[src/rtl/adc_therm_pkg.sv]
// Shared constants and helpers for the thermometer encode/decode blocks.
// Element count and modular pointer arithmetic for the 15-element sub-DAC.
package adc_therm_pkg;

  localparam int unsigned NBITS = 4;
  localparam int unsigned NELEM = (2 ** NBITS) - 1;
  localparam int unsigned SUMW  = NBITS + 1;

  // (ptr + b) mod NELEM; valid because ptr < NELEM and b <= NELEM, so one subtract suffices
  function automatic logic [NBITS-1:0] mod_add_nelem(input logic [NBITS-1:0] ptr,
                                                     input logic [NBITS-1:0] b);
    logic [SUMW-1:0] sum;
    sum = SUMW'(ptr) + SUMW'(b);
    if (sum >= SUMW'(NELEM)) begin
      sum = sum - SUMW'(NELEM);
    end
    return sum[NBITS-1:0];
  endfunction

endpackage

[src/rtl/therm_rotate.sv]
// Combinational thermometer mask generator with circular rotation by ptr.
// Produces b consecutive ones starting at element ptr, wrapping within NELEM bits.
module therm_rotate
  import adc_therm_pkg::*;
(
  input  logic [NBITS-1:0] b,
  input  logic [NBITS-1:0] ptr,
  output logic [NELEM-1:0] y_c
);

  logic [NELEM:0]     one_hot_c;
  logic [NELEM-1:0]   mask_c;
  logic [2*NELEM-1:0] shifted_c;

  // Mask (1<<b)-1 computed one bit wider so b=15 yields all ones
  always_comb begin
    one_hot_c = (NELEM + 1)'(1) << b;
    mask_c    = NELEM'(one_hot_c - (NELEM + 1)'(1));
    shifted_c = {NELEM'(0), mask_c} << ptr;
    y_c       = shifted_c[NELEM-1:0] | shifted_c[2*NELEM-1:NELEM];
  end

endmodule

[src/rtl/bin2therm_dwa.sv]
// Binary-to-thermometer decoder with optional data-weighted averaging.
// Registers the element-select word, its valid flag and the rotation pointer.
module bin2therm_dwa
  import adc_therm_pkg::*;
(
  input  logic             clk,
  input  logic             rst,
  input  logic [NBITS-1:0] b,
  input  logic             b_valid,
  input  logic             dwa_en,
  output logic [NELEM-1:0] Y,
  output logic             Y_valid,
  output logic [NBITS-1:0] ptr
);

  logic [NBITS-1:0] rot_ptr_c;
  logic [NELEM-1:0] rot_y_c;
  logic [NBITS-1:0] ptr_next_c;

  // Plain mode decodes from element 0 even on the edge that leaves DWA
  always_comb begin
    rot_ptr_c  = dwa_en ? ptr : '0;
    ptr_next_c = ptr;
    if (!dwa_en) begin
      ptr_next_c = '0;
    end else if (b_valid) begin
      ptr_next_c = mod_add_nelem(ptr, b);
    end
  end

  therm_rotate u_rotate (
    .b   (b),
    .ptr (rot_ptr_c),
    .y_c (rot_y_c)
  );

  always_ff @(posedge clk) begin
    if (rst) begin
      Y       <= '0;
      Y_valid <= 1'b0;
      ptr     <= '0;
    end else begin
      Y_valid <= b_valid;
      if (b_valid) begin
        Y <= rot_y_c;
      end
      ptr <= ptr_next_c;
    end
  end

endmodule

[config.mk]
export PLATFORM = sky130hd
export DESIGN_NAME = bin2therm_dwa
export DESIGN_NICKNAME = d
export VERILOG_FILES = /design/src/rtl/adc_therm_pkg.sv /design/src/rtl/therm_rotate.sv /design/src/rtl/bin2therm_dwa.sv
export SDC_FILE = /design/constraint.sdc
export NUM_CORES = 1
export LEC_CHECK = 0
export ABC_AREA = 1
export CORE_ASPECT_RATIO = 1.2
export CORE_UTILIZATION = 35
export CTS_CLUSTER_SIZE = 25
export DETAILED_ROUTE_END_ITERATION = 10
export MAX_ROUTING_LAYER = met4
export PLACE_DENSITY_LB_ADDON = 0.15
export SLEW_MARGIN = 20
export SYNTH_ARGS = -nofsm -noshare
export SYNTH_HDL_FRONTEND = slang
export SYNTH_SLANG_ARGS = --single-unit
[constraint.sdc]
create_clock -name clk -period 4.3 [get_ports clk]
set_input_delay 0.86 -clock clk [delete_from_list [all_inputs] [get_ports clk]]
set_output_delay 0.86 -clock clk [all_outputs]
set_load 0.005 [all_outputs]
==> impl_metrics.toml <==
[floorplan]
dieArea_mm2 = 0.00553
initial_core_util_pct = 36.8
core_mm2 = 0.00497
die_h_um = 81.3
ios = 28
num_rows = 28
die_x_um = 68.0

[detailed_routing]
drt-total-wl_um = 5200
dr_total_vias = 2111
drc = 0
drt_pre_antenna_iters = 4
ant_nets = 0
wire_per_inst_um = 13.0
dr.first_iter.drc_count = 103
avgViaCountPerCell = 5.29

[synth]
synthAdderAreaFrac_pct = 5.19
synth_cells = 322
ys_warn_count = 0
syn_nets = 337
syn_avg_cell_area_um2 = 5.69
synthArstFlopShare_pct = 0
synth_xor_area_share_pct = 0.956
synth_top_family_by_area = "simple AND/OR/NAND/NOR gates"
ys_top_cells_by_count = "nand2_1, nand3_1, a21oi_1"
post_synth_mux_area_share_pct = 0
synth_compound_area_share_pct = 9.84
yosys.area.top_type_share_pct = 26.2
synth.most_common_cell = "nand2_1"
yosysSeqAreaShare_pct = 21.9
synthSimpleGateAreaFrac_pct = 52.9
synth.area.top_cells = "nand3_1, dfxtp_1, nand2_1"
synth_area_leader_cell = "nand3_1"
synth-edff-count = 0
synth_flop_cell = "dfxtp_1"
synth.distinct_cells = 27
ys_ff_latch = 20
syn_area_mm2 = 0.00183

[global_routing]
grt_max_degree = 23
grt_pass1_wl_um = 9060
grt_pass1_vias = 1978
overflow = 0
track_usage_pct = 21.6
antenna_found_initial = 0

[setup_path]
worstSetupPathDepth = 14
cp.arrival_ps = 3350
crit_required_ps = 4420
worstSetupEndpointType = "flop"
path_common_cell = "nand3_1"
crit_chain = "clkdlybuf4s50_1, buf_4, clkinv_1, nand3_1, ha_1, inv_1, o211ai_1, nand3_1, nand3_1, nand3_1, nand2_1, nand2_1, nand3_1, a21oi_1"
path_buf_inv = 4
cp_slowest_cell = "clkdlybuf4s50_1"
cp_slowest_stage_delay_ps = 450
worstRegToRegCells = 13
critPathKind = "in -> reg"
crit_family = "buffers and inverters"
cp-start-kind = "input pin"
worstPathMaxFanout = 12

[final_layout]
multiInputGateArea_mm2 = 0.00126
area_growth_pct = 19.4
drive_gt1_share_pct = 3.83
nNetsFinal = 355
ff_latch_area_um2 = 400
fin_util_pct = 44.0
nFillCells = 561
num_antenna_cells = 0

[cts]
cts.path.max_buffers = 2
cts_resized = 0
cts_tree = "done"
cts.sinks = 20
cts.clk_slew.worst_paths_ps = 70
cts_buffers = 3
cts_hold_buf = 0
postCtsSetupBuffers = 0
cts-root-buf = "clkbuf_8"
h-tree-depth = 1
clkLatencyLatePin_ps = 260

[placement]
place.gp.congestion = 0.942
dp_hpwl_um = 4110
pre_cts_ws_ps = 836
portBuffers = 27

[job]
cap_violations = 0

[sta]
finalSetupViolCount = 0
fin_crit_sh_pct = 75.0
setup_tns_ps = 0
fin_skew_ps = 7.88
max_slew.worst_pin.slew_ps = 649
max_freq_ghz = 0.310
period_minus_slack_ps = 3220
finalMaxSlewViolations = 0
hold_violations = 0
rsz0062_at_grt = "no"
setup_slack_ps = 1080
relSlewSlack_pct = 56.7

[power_and_ir_drop]
p_sw_mw = 0.180
vdd_drop_max_mv = 0.134
power.internal_mw = 0.398
comb_power_share_pct = 31.7
clock_power_share_pct = 32.6
p_seq_share_pct = 35.7
power_mw = 0.578
swShare_pct = 31.1
powerDensity_mw_per_mm2 = 264
leakagePower_nw = 0.999

[outcome]
status = "completed"

[worst_hold_path]
worstHoldPathType = "reg -> reg"
holdPathStages = 2
==> tightest hold or removal path, cell delays in order (launching register included) <==
cell and delay (ps):
dfxtp_1 310, nand2_1 60, a21oi_1 50
==> cell families (layout without fill, tap and decap cells) <==
family / Yosys count / in the layout
AND/OR/NAND/NOR: 219 / 219
XOR/XNOR: 2 / 2
buffers and inverters: 40 / 57
AO/OA/AOI/OAI: 34 / 34
flip-flops: 20 / 20
adder cells (fa/ha/maj): 7 / 7
==> flip-flops by register name, indices dropped and copies added (netlist names) <==
| register | flops |
|---|---|
| Y_valid | 1 |
| Y | 15 |
| ptr | 4 |
==> worst paths after layout <==
kind	startpoint	to	slack, ps
max	b[3]	Y[2]	1080
min	Y[11]	Y[11]	460
max reg2reg	ptr[0]	ptr[3]	2090
min reg2reg	Y[11]	Y[11]	460
==> power groups by stage <==
stage               Clock (mW)  Sequential, mW  Combinational (mW)
global route             0.198           0.209               0.213
floorplan                    0           0.211               0.119
finish                   0.188           0.206               0.183
global placement             0           0.211               0.183
CTS                      0.193           0.206               0.184
detailed placement           0           0.211               0.183
==> layout make-up <==
cell class | instances | share of cell area [%]
flip-flops and latches | 20 | 18.3
repair buffers | 30 | 13.4
multi-input cells | 262 | 57.7
clock buffers | 3 | 1.89
inverters | 23 | 3.95
well taps | 60 | 3.43
clock inverters | 1 | 1.37
==> layout by cell type, fill, tap and decap left out, types with 2 or more instances in the layout <==
master and instances:
nand2_1 105, nand3_1 96, clkdlybuf4s50_1 27, a21oi_1 23
inv_1 21, dfxtp_1 20, nor2_1 9, o21ai_0 7
ha_1 6, clkbuf_8 3, buf_4 3, nor2_2 2
nand4_1 2, or2_1 2, xor2_1 2
==> metal layers <==
layer  track usage (%)  wire length [um]
met1              27.5              2430
met2              35.7              2490
met3              1.69               161
met4              6.88               126
met5                 -                 0
==> metrics by stage <==
stage               hold slack, ps  cells  area (um2)
floorplan                      462    322        1830
global placement               453    395        2120
detailed placement             454    395        2120
CTS                            466    399        2190
global route                   484    399        2190
finish                         463    399        2190
Note: power is estimated with default switching activity, not from simulation.
==> variant, RTL diff (config.mk and constraints unchanged) <==
Set the package constant `NBITS` to 3 (it was 4).
--- a/src/rtl/adc_therm_pkg.sv
+++ b/src/rtl/adc_therm_pkg.sv
@@ -2,7 +2,7 @@
 // Element count and modular pointer arithmetic for the 15-element sub-DAC.
 package adc_therm_pkg;
 
-  localparam int unsigned NBITS = 4;
+  localparam int unsigned NBITS = 3;
   localparam int unsigned NELEM = (2 ** NBITS) - 1;
   localparam int unsigned SUMW  = NBITS + 1;
 
Interface: changed (resized Y, b and ptr); port bits go from 28 to 18. The function was not compared with the original's and may differ.
==> variant against the unedited design <==
- power decreased by 53%
- setup slack improved by 0.50 ns
- synthesized area down 52%
- wire length fell by 60%
- cell area down 49%
- non-clock buffer count is 13 lower
- combinational power shrank 50%
- sequential cell count fell by 9
- critical path type unchanged
==> variant: results (changes against the unedited design) <==
Parameter                              Value

Yosys
  Post-synth net total ... 154 (was 337)
  Parity-gate share of the synthesized area counting xor and xnor cells ... 1.986% (was 0.9563%)
  Post-synth cell types ... 22 (was 27)
  Post-synthesis sequential area ratio ... 24.96% (was 21.86%)
  List of most frequent post-synthesis cells ... sky130_fd_sc_hd__nand3_1, sky130_fd_sc_hd__nand2_1, sky130_fd_sc_hd__dfxtp_1, sky130_fd_sc_hd__inv_1, sky130_fd_sc_hd__a21oi_1 (was sky130_fd_sc_hd__nand2_1, sky130_fd_sc_hd__nand3_1, sky130_fd_sc_hd__a21oi_1, sky130_fd_sc_hd__inv_1, sky130_fd_sc_hd__dfxtp_1)
  Top cells by area, synth ... sky130_fd_sc_hd__dfxtp_1, sky130_fd_sc_hd__nand3_1, sky130_fd_sc_hd__nand2_1 (was sky130_fd_sc_hd__nand3_1, sky130_fd_sc_hd__dfxtp_1, sky130_fd_sc_hd__nand2_1)
  Arithmetic-cell share of the synthesized area counting full adders, half adders and majority gates ... 9.362% (was 5.191%)
  Compound-gate portion of the synthesized area ... 12.34% (was 9.836%)

Worst hold path
  Endpoint of the worst hold-timing path ... Y[4] (was Y[11])
  Hold path startpoint ... Y[4] (was Y[11])

Worst setup path
  Launch point of the worst path ... b[0] (was b[3])
  Destination of the worst register-to-register timing path ... ptr[0] (was ptr[3])
  Maximum fanout along the worst path ... 5 (was 12)
  Largest incremental delay on the critical path ... 0.50 ns (was 0.45 ns)
  Arrival time worst endpoint ... 2.88 ns (was 3.35 ns)
  Setup slack of the worst register-to-register path ... 2.35 ns (was 2.09 ns)
  Depth of the worst register-to-register path ... 8 (was 13)

Global route
  Total global routing track utilization ... 17.63% (was 21.64%)
  Number of global-route vias before repair ... 873 (was 1,978)
  Wire length of the first global-routing pass ... 3.505 mm (was 9.059 mm)
  Pin count of the biggest net entering global routing ... 14 (was 23)

Final layout
  Post-layout nets ... 174 (was 355)
  Layout cell share with drive strength beyond 1 ... 5.000% (was 3.835%)
  Number of fill cells ... 270 (was 561)

Placement
  Number of buffers inserted by port buffering ... 17 (was 27)
  Post-DP Area ... 1080 sq um (was 2116 sq um)
  DP Wirelength ... 1.659 mm (was 4.110 mm)

STA
  Worst clock skew on the final layout ... 0.001094 ns (was 0.007884 ns)
  Slew Limit Headroom ... 72.58% (was 56.70%)

Detailed routing
  Average vias per placed instance ... 5.105 (was 5.291)
  Initial drt markers ... 19 (was 103)
  Routed wire length ... 2.055 mm (was 5.200 mm)

Power and ir drop
  Worst voltage drop across the vdd grid ... 0.0002047 V (was 0.0001341 V)
  Standby leakage power ... 0.5319 nW (was 0.9989 nW)

Outcome
  Outcome ... finished clean (unchanged)

Clock network
  Cell at the root of the clock tree ... sky130_fd_sc_hd__clkbuf_4 (was sky130_fd_sc_hd__clkbuf_8)
## variant: where the power goes
part | total, mW | leakage, nW | switching [mW] | internal [mW]
Sequential | 0.115 | 0.0908 | 0.00513 | 0.109
Combinational | 0.0911 | 0.426 | 0.0494 | 0.0417
Clock | 0.0668 | 0.0150 | 0.0310 | 0.0358
Total | 0.272 | 0.532 | 0.0855 | 0.187
## variant: area by class of cell
type | count | area, sq um | share of cell area (%)
well taps | 31 | 38.79 | 3.507
repair buffers | 17 | 170.2 | 15.38
inverters | 14 | 52.55 | 4.751
clock buffers | 4 | 26.28 | 2.376
flip-flops and latches | 11 | 220.2 | 19.91
multi-input cells | 114 | 598.1 | 54.07
## variant: worst max-delay path, delay by kind of cell
kind | cells | cell delay [ns]
XOR/XNOR | 1 | 0.17
buffers and inverters | 2 | 0.55
AO/OA/AOI/OAI | 1 | 0.14
AND/OR/NAND/NOR | 2 | 0.19
adder cells (fa/ha/maj) | 3 | 0.98
## variant: cells by family after synthesis
logic type	Yosys count
and+or+nand+nor	87
AOI/OAI and AO/OA	19
buffers and inverters	16
DFF	11
adders and majority gates	6
xor gates and xnor gates	2
## variant: layer usage
metal | wire length, microns | global-route usage (%) | up-vias
met3 | 60 | 0.9494 | 2
met2 | 967 | 28.76 | 20
met4 | 13 | 7.143 | 0
li1 | - | - | 516
met5 | 0 | - | -
met1 | 1013 | 21.85 | 437
## variant: per-stage QoR
stage	hold WS, ns	setup slack (ns)	cells
final	0.4655	1.572	191
after global routing	0.4829	1.415	191
after CTS	0.4692	1.599	191
after detailed placement	0.4590	1.322	187
after global placement	0.4542	1.369	187
after floorplan	0.4618	2.006	141
